### src/rtl/mmio_defs.sv
// Shared address map and helpers for the MMIO bridge and any future peripherals.
package mmio_defs;

  localparam logic [31:0] ADDR_LED   = 32'h0000_1000;
  localparam logic [31:0] ADDR_SW    = 32'h0000_1001;
  localparam logic [31:0] ADDR_CYCLE = 32'h0000_1002;
  localparam logic [31:0] ADDR_SWCHG = 32'h0000_1003;

  // Any set bit under this mask moves the access out of the RAM range.
  localparam logic [31:0] RAM_MASK   = 32'hFFFF_F000;

  localparam int SW_W = 16;

  typedef enum logic {
    SEL_RAM    = 1'b0,
    SEL_PERIPH = 1'b1
  } rd_sel_t;

  function automatic logic is_ram_addr(input logic [31:0] addr);
    return (addr & RAM_MASK) == 32'h0;
  endfunction

endpackage

### src/rtl/sw_debounce.sv
// Two-flop synchronizer plus debouncer for the board switches; emits a
// one-cycle upd pulse whenever the accepted switch vector changes.
module sw_debounce
  import mmio_defs::*;
#(
  parameter int DB_COUNT = 100000,
  parameter int DB_W     = 17
) (
  input  logic            clock,
  input  logic            reset,
  input  logic [SW_W-1:0] sw,
  output logic [SW_W-1:0] sw_stable,
  output logic            upd
);

  localparam logic [DB_W-1:0] CNT_MAX = DB_W'(DB_COUNT - 1);

  logic [SW_W-1:0] sync1_reg;
  logic [SW_W-1:0] sw_s_reg;
  logic [SW_W-1:0] stable_reg;
  logic [DB_W-1:0] cnt_reg;
  logic            upd_reg;

  // The counter restarts on the edge where sw_s takes a new value, so a
  // change reaches sw_stable exactly 2 + DB_COUNT edges after it hits SW.
  always_ff @(posedge clock or negedge reset) begin
    if (!reset) begin
      sync1_reg  <= '0;
      sw_s_reg   <= '0;
      stable_reg <= '0;
      cnt_reg    <= '0;
      upd_reg    <= 1'b0;
    end else begin
      sync1_reg <= sw;
      sw_s_reg  <= sync1_reg;
      upd_reg   <= 1'b0;
      if (sync1_reg != sw_s_reg) begin
        cnt_reg <= '0;
      end else if (cnt_reg != CNT_MAX) begin
        cnt_reg <= cnt_reg + 1'b1;
      end
      if ((cnt_reg == CNT_MAX) && (sw_s_reg != stable_reg)) begin
        stable_reg <= sw_s_reg;
        upd_reg    <= 1'b1;
      end
    end
  end

  assign sw_stable = stable_reg;
  assign upd       = upd_reg;

endmodule

### src/rtl/mmio_bridge.sv
// Data-memory bridge: forwards RAM-range accesses and serves the LED, switch,
// switch-change and cycle-counter registers with the RAM's one-cycle read latency.
module mmio_bridge
  import mmio_defs::*;
#(
  parameter int DB_COUNT = 100000,
  parameter int DB_W     = 17
) (
  input  logic            clock,
  input  logic            reset,
  input  logic            wren,
  input  logic [31:0]     address_dmem,
  input  logic [31:0]     data,
  output logic [31:0]     q_dmem,
  output logic            ram_wEn,
  output logic [11:0]     ram_addr,
  output logic [31:0]     ram_dataIn,
  input  logic [31:0]     ram_dataOut,
  input  logic [SW_W-1:0] SW,
  output logic [15:0]     LED
);

  logic [SW_W-1:0] sw_stable;
  logic            upd;

  sw_debounce #(
    .DB_COUNT (DB_COUNT),
    .DB_W     (DB_W)
  ) u_sw_debounce (
    .clock     (clock),
    .reset     (reset),
    .sw        (SW),
    .sw_stable (sw_stable),
    .upd       (upd)
  );

  logic hit_ram;
  logic hit_led;
  logic hit_cycle;
  logic hit_swchg;

  assign hit_ram   = is_ram_addr(address_dmem);
  assign hit_led   = (address_dmem == ADDR_LED);
  assign hit_cycle = (address_dmem == ADDR_CYCLE);
  assign hit_swchg = (address_dmem == ADDR_SWCHG);

  assign ram_wEn    = wren & hit_ram;
  assign ram_addr   = address_dmem[11:0];
  assign ram_dataIn = data;

  logic [15:0] led_reg;
  logic [31:0] cycle_reg;
  logic        chg_reg;
  rd_sel_t     rd_sel_reg;
  logic        rd_valid_reg;
  logic [31:0] rd_data_reg;
  logic [31:0] periph_rdata;

  always_comb begin
    periph_rdata = 32'h0;
    case (address_dmem)
      ADDR_LED:   periph_rdata = {16'h0, led_reg};
      ADDR_SW:    periph_rdata = {16'h0, sw_stable};
      ADDR_CYCLE: periph_rdata = cycle_reg;
      ADDR_SWCHG: periph_rdata = {31'h0, chg_reg};
      default:    periph_rdata = 32'h0;
    endcase
  end

  always_ff @(posedge clock or negedge reset) begin
    if (!reset) begin
      led_reg      <= '0;
      cycle_reg    <= '0;
      chg_reg      <= 1'b0;
      rd_sel_reg   <= SEL_RAM;
      rd_valid_reg <= 1'b0;
      rd_data_reg  <= '0;
    end else begin
      if (wren && hit_led) begin
        led_reg <= data[15:0];
      end
      cycle_reg <= (wren && hit_cycle) ? 32'h0 : cycle_reg + 32'd1;
      // A debounced update in the same cycle as a clearing store keeps the flag set.
      if (upd) begin
        chg_reg <= 1'b1;
      end else if (wren && hit_swchg) begin
        chg_reg <= 1'b0;
      end
      rd_sel_reg   <= hit_ram ? SEL_RAM : SEL_PERIPH;
      rd_valid_reg <= 1'b1;
      rd_data_reg  <= periph_rdata;
    end
  end

  // Until the first post-reset edge the RAM output is stale, so force zero.
  always_comb begin
    q_dmem = 32'h0;
    if (rd_valid_reg) begin
      q_dmem = (rd_sel_reg == SEL_RAM) ? ram_dataOut : rd_data_reg;
    end
  end

  assign LED = led_reg;

endmodule

### config.mk
export PLATFORM = sky130hd
export DESIGN_NAME = mmio_bridge
export DESIGN_NICKNAME = d
export VERILOG_FILES = /design/src/rtl/mmio_defs.sv /design/src/rtl/sw_debounce.sv /design/src/rtl/mmio_bridge.sv
export SDC_FILE = /design/constraint.sdc
export NUM_CORES = 1
export LEC_CHECK = 0
export ABC_AREA = 1
export BUFFER_PORTS_ARGS = -buffer_cell sky130_fd_sc_hd__clkbuf_2
export CAP_MARGIN = 30
export CORE_ASPECT_RATIO = 1.75
export CORE_MARGIN = 8
export CORE_UTILIZATION = 37
export CTS_CLUSTER_SIZE = 8
export DETAILED_ROUTE_END_ITERATION = 10
export PLACE_DENSITY = 0.69
export SETUP_SLACK_MARGIN = 0.02
export SLEW_MARGIN = 20
export SYNTH_ARGS = -nofsm -noshare
export SYNTH_HDL_FRONTEND = slang
export SYNTH_SLANG_ARGS = --single-unit
### constraint.sdc
create_clock -name clock -period 2.55 [get_ports clock]
set_input_delay 0.255 -clock clock [delete_from_list [all_inputs] [get_ports clock]]
set_output_delay 0.255 -clock clock [all_outputs]
set_load 0.02 [all_outputs]
==> Word level (Yosys, flattened, before mapping) <==
Index checks and enable logic that the tools add are counted.
{ "totals": {"register_bits": 149, "latch_bits": 0, "ramBits": 0, "rom_bits": 0, "inputBits": 115, "output_inout_bits": 93, "elab_cells": 39, "memories": 0} }
{ "classes": {"n_addsub": 2, "multipliers": 0, "n_div": 0, "order_cmp": 0, "eq_ne": 8, "n_shift": 0, "muxes": 10, "bitwise": 1, "n_reduce_logical": 7} }
{ "ops": {"columns": ["operator", "n"], "rows": [
  ["32-bit by 13-bit == test with 1-bit output (second input constant)", 4],
  ["32-bit case mux with 4 select lines", 1],
  ["32-bit 2-to-1 mux", 3],
  ["17-bit 2-to-1 mux", 2],
  ["32-bit by 1-bit adder with 32-bit output (second input constant)", 1],
  ["32-bit logical NOT", 1],
  ["16-bit inequality test", 2],
  ["17-bit by 1-bit adder with 17-bit output (second input constant)", 1],
  ["17-bit == test (second input constant)", 1],
  ["17-bit inequality test (second input constant)", 1],
  ["1-bit logical AND", 4],
  ["1-bit 2-to-1 mux", 4],
  ["2-bit nonzero test", 2],
  ["1-bit bitwise AND", 1]
]} }

==> Logic depth before layout (Yosys ltp) <==
{ "depth": {"depth_word": 4, "ltp_mapped": 11, "ltp_nobuf": 11} }

==> Hierarchy <==
A second synthesis with hierarchy kept.
{ "unflattened": {"cells_unflattened": 1089, "area_unflattened_um2": 8060.2} }
{ "modules_own_cells": {"columns": ["module", "instances", "cells_per_inst", "area_per_inst_um2", "seq_area_each_um2"], "rows": [
  ["mmio_bridge", 1, 707, 4983.5, 2077.0],
  ["sw_debounce", 1, 382, 3076.7, 1651.6]
]} }

==> Least setup slack after synthesis <==
OpenSTA, ideal clock, no wires.
{ "synth_timing": {"path_kind": "flip-flop to flip-flop", "from": "register u_sw_debounce.cnt_reg[0]", "to": "register u_sw_debounce.stable_reg[14] (netlist: u_sw_debounce.sw_stable[14])", "setup_time_ns": 0.117, "arrival_ns": 1.372, "required_ns": 2.433, "setup_slack_ns": 1.062, "path_stages_with_launch": 12, "n_path_buf": 1, "synth_period_minus_slack_ns": 1.488, "path_cell_list": "dfrtp_1 ha_1 inv_2 nor2_4 nand2_2 nor2_4 nand2_4 inv_4 nand2_4 buf_4 nand2_1 nand2_1"} }
{ "synth_via": {"elab_chain_len": 2} }
{ "synth_lines": {"columns": ["item", "line", "source"], "rows": [
  ["from (decl)", "sw_debounce.sv:21", "logic [DB_W-1:0] cnt_reg;"],
  ["from (signal assigned)", "sw_debounce.sv:40", "cnt_reg <= cnt_reg + 1'b1;"],
  ["17-bit == test", "sw_debounce.sv:42", "if ((cnt_reg == CNT_MAX) && (sw_s_reg != stable_reg)) begin"],
  ["1-bit logical AND", "sw_debounce.sv:42", null],
  ["to (signal assigned)", "sw_debounce.sv:43", "stable_reg <= sw_s_reg;"],
  ["to (decl)", "sw_debounce.sv:20", "logic [SW_W-1:0] stable_reg;"]
]} }
Every way passes these cells.
A chain may end at the register's enable or synchronous reset.

==> Final worst setup path <==
{ "layout_timing": {"from": "register rd_sel_reg", "to": "output port q_dmem[12]"} }
{ "layout_via": {"elab_chain_len": 2} }
{ "layout_lines": {"columns": ["item", "line", "source"], "rows": [
  ["from (decl)", "mmio_bridge.sv:54", "rd_sel_t rd_sel_reg;"],
  ["from (signal assigned)", "mmio_bridge.sv:89", "rd_sel_reg <= hit_ram ? SEL_RAM : SEL_PERIPH;"],
  ["32-bit 2-to-1 mux", "mmio_bridge.sv:99", "q_dmem = (rd_sel_reg == SEL_RAM) ? ram_dataOut : rd_data_reg;"],
  ["32-bit 2-to-1 mux", "mmio_bridge.sv:98", "if (rd_valid_reg) begin"],
  ["to (decl)", "mmio_bridge.sv:14", "output logic [31:0] q_dmem,"]
]} }
Every way passes these cells.

==> key figures <==
Power
  – Leak: a little under 0.005 uW
  – Switching pwr: approximately 1200 uW
  – Switching Fraction: 22.9%
  – Pwr dens: 560 mW/mm2
  – Seq pwr share: a little under half
  – Clock Power Share: roughly half
  – Pint: between 4000 and 5000 uW
  – Logic pwr share: roughly 5.7%
  – Max rail drop VDD: between 300 and 400 uV

Timing
  – Final setup fails: 0
  – Setup TNS Final: 0 ns
  – Min cycle time layout: between 1.5 and 2 ns
  – Final slew viol count: 0
  – Period utilisation layout: approximately 74%
  – RSZ-0062 raised after global routing: no
  – Max-slew headroom: a little under three fifths
  – Worst-margin pin slew: 0.657 ns
  – Hold Vio Cnt, Final: 0
  – Max Fclk: approximately 530 MHz
  – Layout Skew: roughly 0.011 ns

Worst setup path
  – Kind of critical path: reg -> out
  – Setup crit start kind: register
  – Crit path DAT: approximately 1.6 ns
  – FF-to-FF End: u_sw_debounce.cnt_reg[4]$_DFFE_PN0P_
  – Reg-to-Reg Start: u_sw_debounce.sw_s_reg[15]$_DFF_PN0_
  – Reg2Reg Setup Slack: roughly 0.74 ns
  – Worst R2R Path Depth: 6
  – CP Capture Type: primary output
  – Critical path fanouts, max: 32
  – Critical Path RT: between 2 and 2.5 ns

Clocking
  – Clock latency at the later pin of the worst-skew pair: 0.42 ns
  – CTS Buffer Depth: 2
  – Clock sinks: about 150
  – Post_cts resized: 0
  – Postcts setup bufs: 0
  – Clock Tree Root: clkbuf_16
  – TritonCTS Buffers: 17
  – CTS H-tree depth: 4
  – Clock transition at the registers of the reported paths: roughly 0.070 ns
  – Cts-stage hold buffer count: 17
  – CTS tree: done

Global routing
  – Vias in the first global route: between 6000 and 7000
  – Global-route wire length before repair: 34000 um
  – Tot GR Track Use: 16.0%
  – Largest net degree at the start of global routing: between 70 and 80
  – Initial antenna violation count: 1
  – Remaining global-route overflow: 0

Cells and area
  – # fillers: 2073
  – Share of layout cells above drive strength 1: between 20% and 30%
  – Post-layout util: roughly 45%
  – Final net count: 1305
  – Area growth, synth to finish: 19.6%

Floorplan
  – Die Span Y: 209 um
  – Top Ports: between 200 and 250
  – Overall die area: between 0.02 and 0.03 mm2
  – Row count: 70
  – CORE AREA: between 0.02 and 0.025 mm2
  – Initial core utilization: between 30% and 40%
  – Die width: roughly 130 um

Logic synthesis
  – Register area share after synthesis: 47.3%
  – Synth area leader: dfrtp_1
  – Yosys reg bits: 149
  – Synth top area share: between 40 and 50%
  – Syn_area_per_cell: around 7.6 um2
  – Ys async rst share: 100%
  – EDFF count, synth: 0
  – Synth warnings: 0
  – Synthesized area: 0.00788 mm2
  – Netlist cell types: 40
  – Top post-synthesis cells by area: dfrtp_1, nand2_1, nor2_1, inv_1, nand3_1
  – Syn nets: around 1200
  – Most common flop cell mapped by yosys: dfrtp_1
  – Mapped Cells: between 1000 and 1500

Route
  – Vias per std cell: approximately 4.7
  – Drt total wl: roughly 21000 um
  – 1st-pass router iterations: 4
  – # DRC: 0
  – WL/cell: roughly 14 um
  – Antenna-violating nets left: 0
  – Drt first-iter violations: slightly above 400
  – Vias: 6796

Placed design
  – DP HPWL: 16300 um
  – Routability Congestion: between 0.9 and 1
  – I/O Buffers: 175

Job
  – Maxcap violations: 0

Min path
  – Hold path cells: 3
  – Min-delay src: data[10]
  – Worst Hold End: LED[10]$_DFFE_PN0P_
  – HP Class: in -> reg

Run status
  – Status: finished, final reports clean
==> per-stage QoR <==
stage / total power (uW) / cell area [um2] / setup WS [ns] / cells / hold slack, ns
6_report: 5270 / 9420 / 0.665 / 1454 / 0.0714
5_1_grt: 5470 / 9420 / 0.513 / 1453 / 0.0670
3_5_place_dp: 2750 / 8640 / 0.682 / 1404 / 0.312
3_3_place_gp: 2740 / 8640 / 0.723 / 1404 / 0.315
4_1_cts: 5330 / 9420 / 0.626 / 1453 / 0.0600
2_1_floorplan: 2630 / 7880 / 1.06 / 1040 / -0.0406
==> kinds of logic (layout without fill, tap and decap cells) <==
logic type                 after synthesis  after routing  synth area share [%]
other                                    1              2                0.0476
adders and majority gates                2              2                 0.318
xor gates and xnor gates                33             33                  3.67
DFF                                    149            149                  47.3
buffers and inverters                  193            354                  12.2
and+or+nand+nor                        597            597                  32.3
AOI/OAI and AO/OA                       65             65                  4.18
==> per-layer routing <==
metal  global-route usage, %  up-vias  routed length (um)
met5                       0        -                   0
met4                    6.59        0                 564
met3                    3.39       46                 828
met2                    31.0      158               11500
met1                    15.9     3134                7780
li1                        -     3458                   -
==> power by group through the flow <==
stage,registers [uW],clock network [uW],logic (uW)
floorplan,2450,0,176
finish,2420,2550,301
CTS,2420,2600,309
global route,2420,2710,339
detailed placement,2460,0,287
global placement,2460,0,282
==> final cells by class <==
class	count	area, um2	area share (%)
flip-flops and latches	149	3730	39.6
multi-input cells	698	3190	33.8
repair buffers	199	1120	11.9
inverters	123	465	4.94
clock buffers	18	429	4.55
well taps	252	315	3.35
clock inverters	14	176	1.87
diodes	1	2.50	0.0266
==> how the worst max path moves through the flow <==
stage / from / endpoint / slack (ns) / cells after the start
3_3_place_gp: address_dmem[23] / rd_data_reg[11]$_DFF_PN0_ / 0.72 / 8
5_1_grt: rd_sel_reg$_DFF_PN0_ / q_dmem[12] / 0.51 / 5
4_1_cts: rd_sel_reg$_DFF_PN0_ / q_dmem[12] / 0.63 / 5
6_report: rd_sel_reg$_DFF_PN0_ / q_dmem[12] / 0.67 / 5
3_5_place_dp: address_dmem[17] / rd_data_reg[11]$_DFF_PN0_ / 0.68 / 9
2_1_floorplan: u_sw_debounce.cnt_reg[0]$_DFFE_PN0P_ / u_sw_debounce.sw_stable[14]$_DFFE_PN0P_ / 1.06 / 11
==> worst max-delay path: stages, from the launching register on <==
cell	delay, ns
dfrtp_1	0.37
inv_1	0.05
buf_4	0.32
nor2_1	0.14
nor2_1	0.13
clkbuf_2	0.18
==> cells in the final DEF (no fill, tap or decap), types with 4 or more instances in the layout <==
cell,instances
inv_2,7
nor2_2,11
a21oi_1,10
o21ai_1,17
clkbuf_16,17
buf_4,6
clkbuf_2,174
nand3_1,77
nor2_1,211
dlygate4sd3_1,17
xor2_1,29
dfrtp_1,149
o21ai_0,36
or2_2,4
xnor2_1,4
nand4_1,10
clkinvlp_4,5
nor3_1,6
nand2_1,257
nor2_4,4
inv_1,113
==> Yosys cell counts, types with 7 or more instances <==
| library cell | number |
|---|---|
| inv_2 | 7 |
| buf_4 | 48 |
| inv_1 | 113 |
| nand2_1 | 257 |
| nor2_2 | 11 |
| a21oi_1 | 10 |
| o21ai_0 | 36 |
| nor2_1 | 211 |
| buf_2 | 8 |
| xor2_1 | 29 |
| dfrtp_1 | 149 |
| nand3_1 | 77 |
| nand4_1 | 10 |
| o21ai_1 | 17 |
| clkbuf_1 | 9 |
Power figures use the tool's default switching activity.
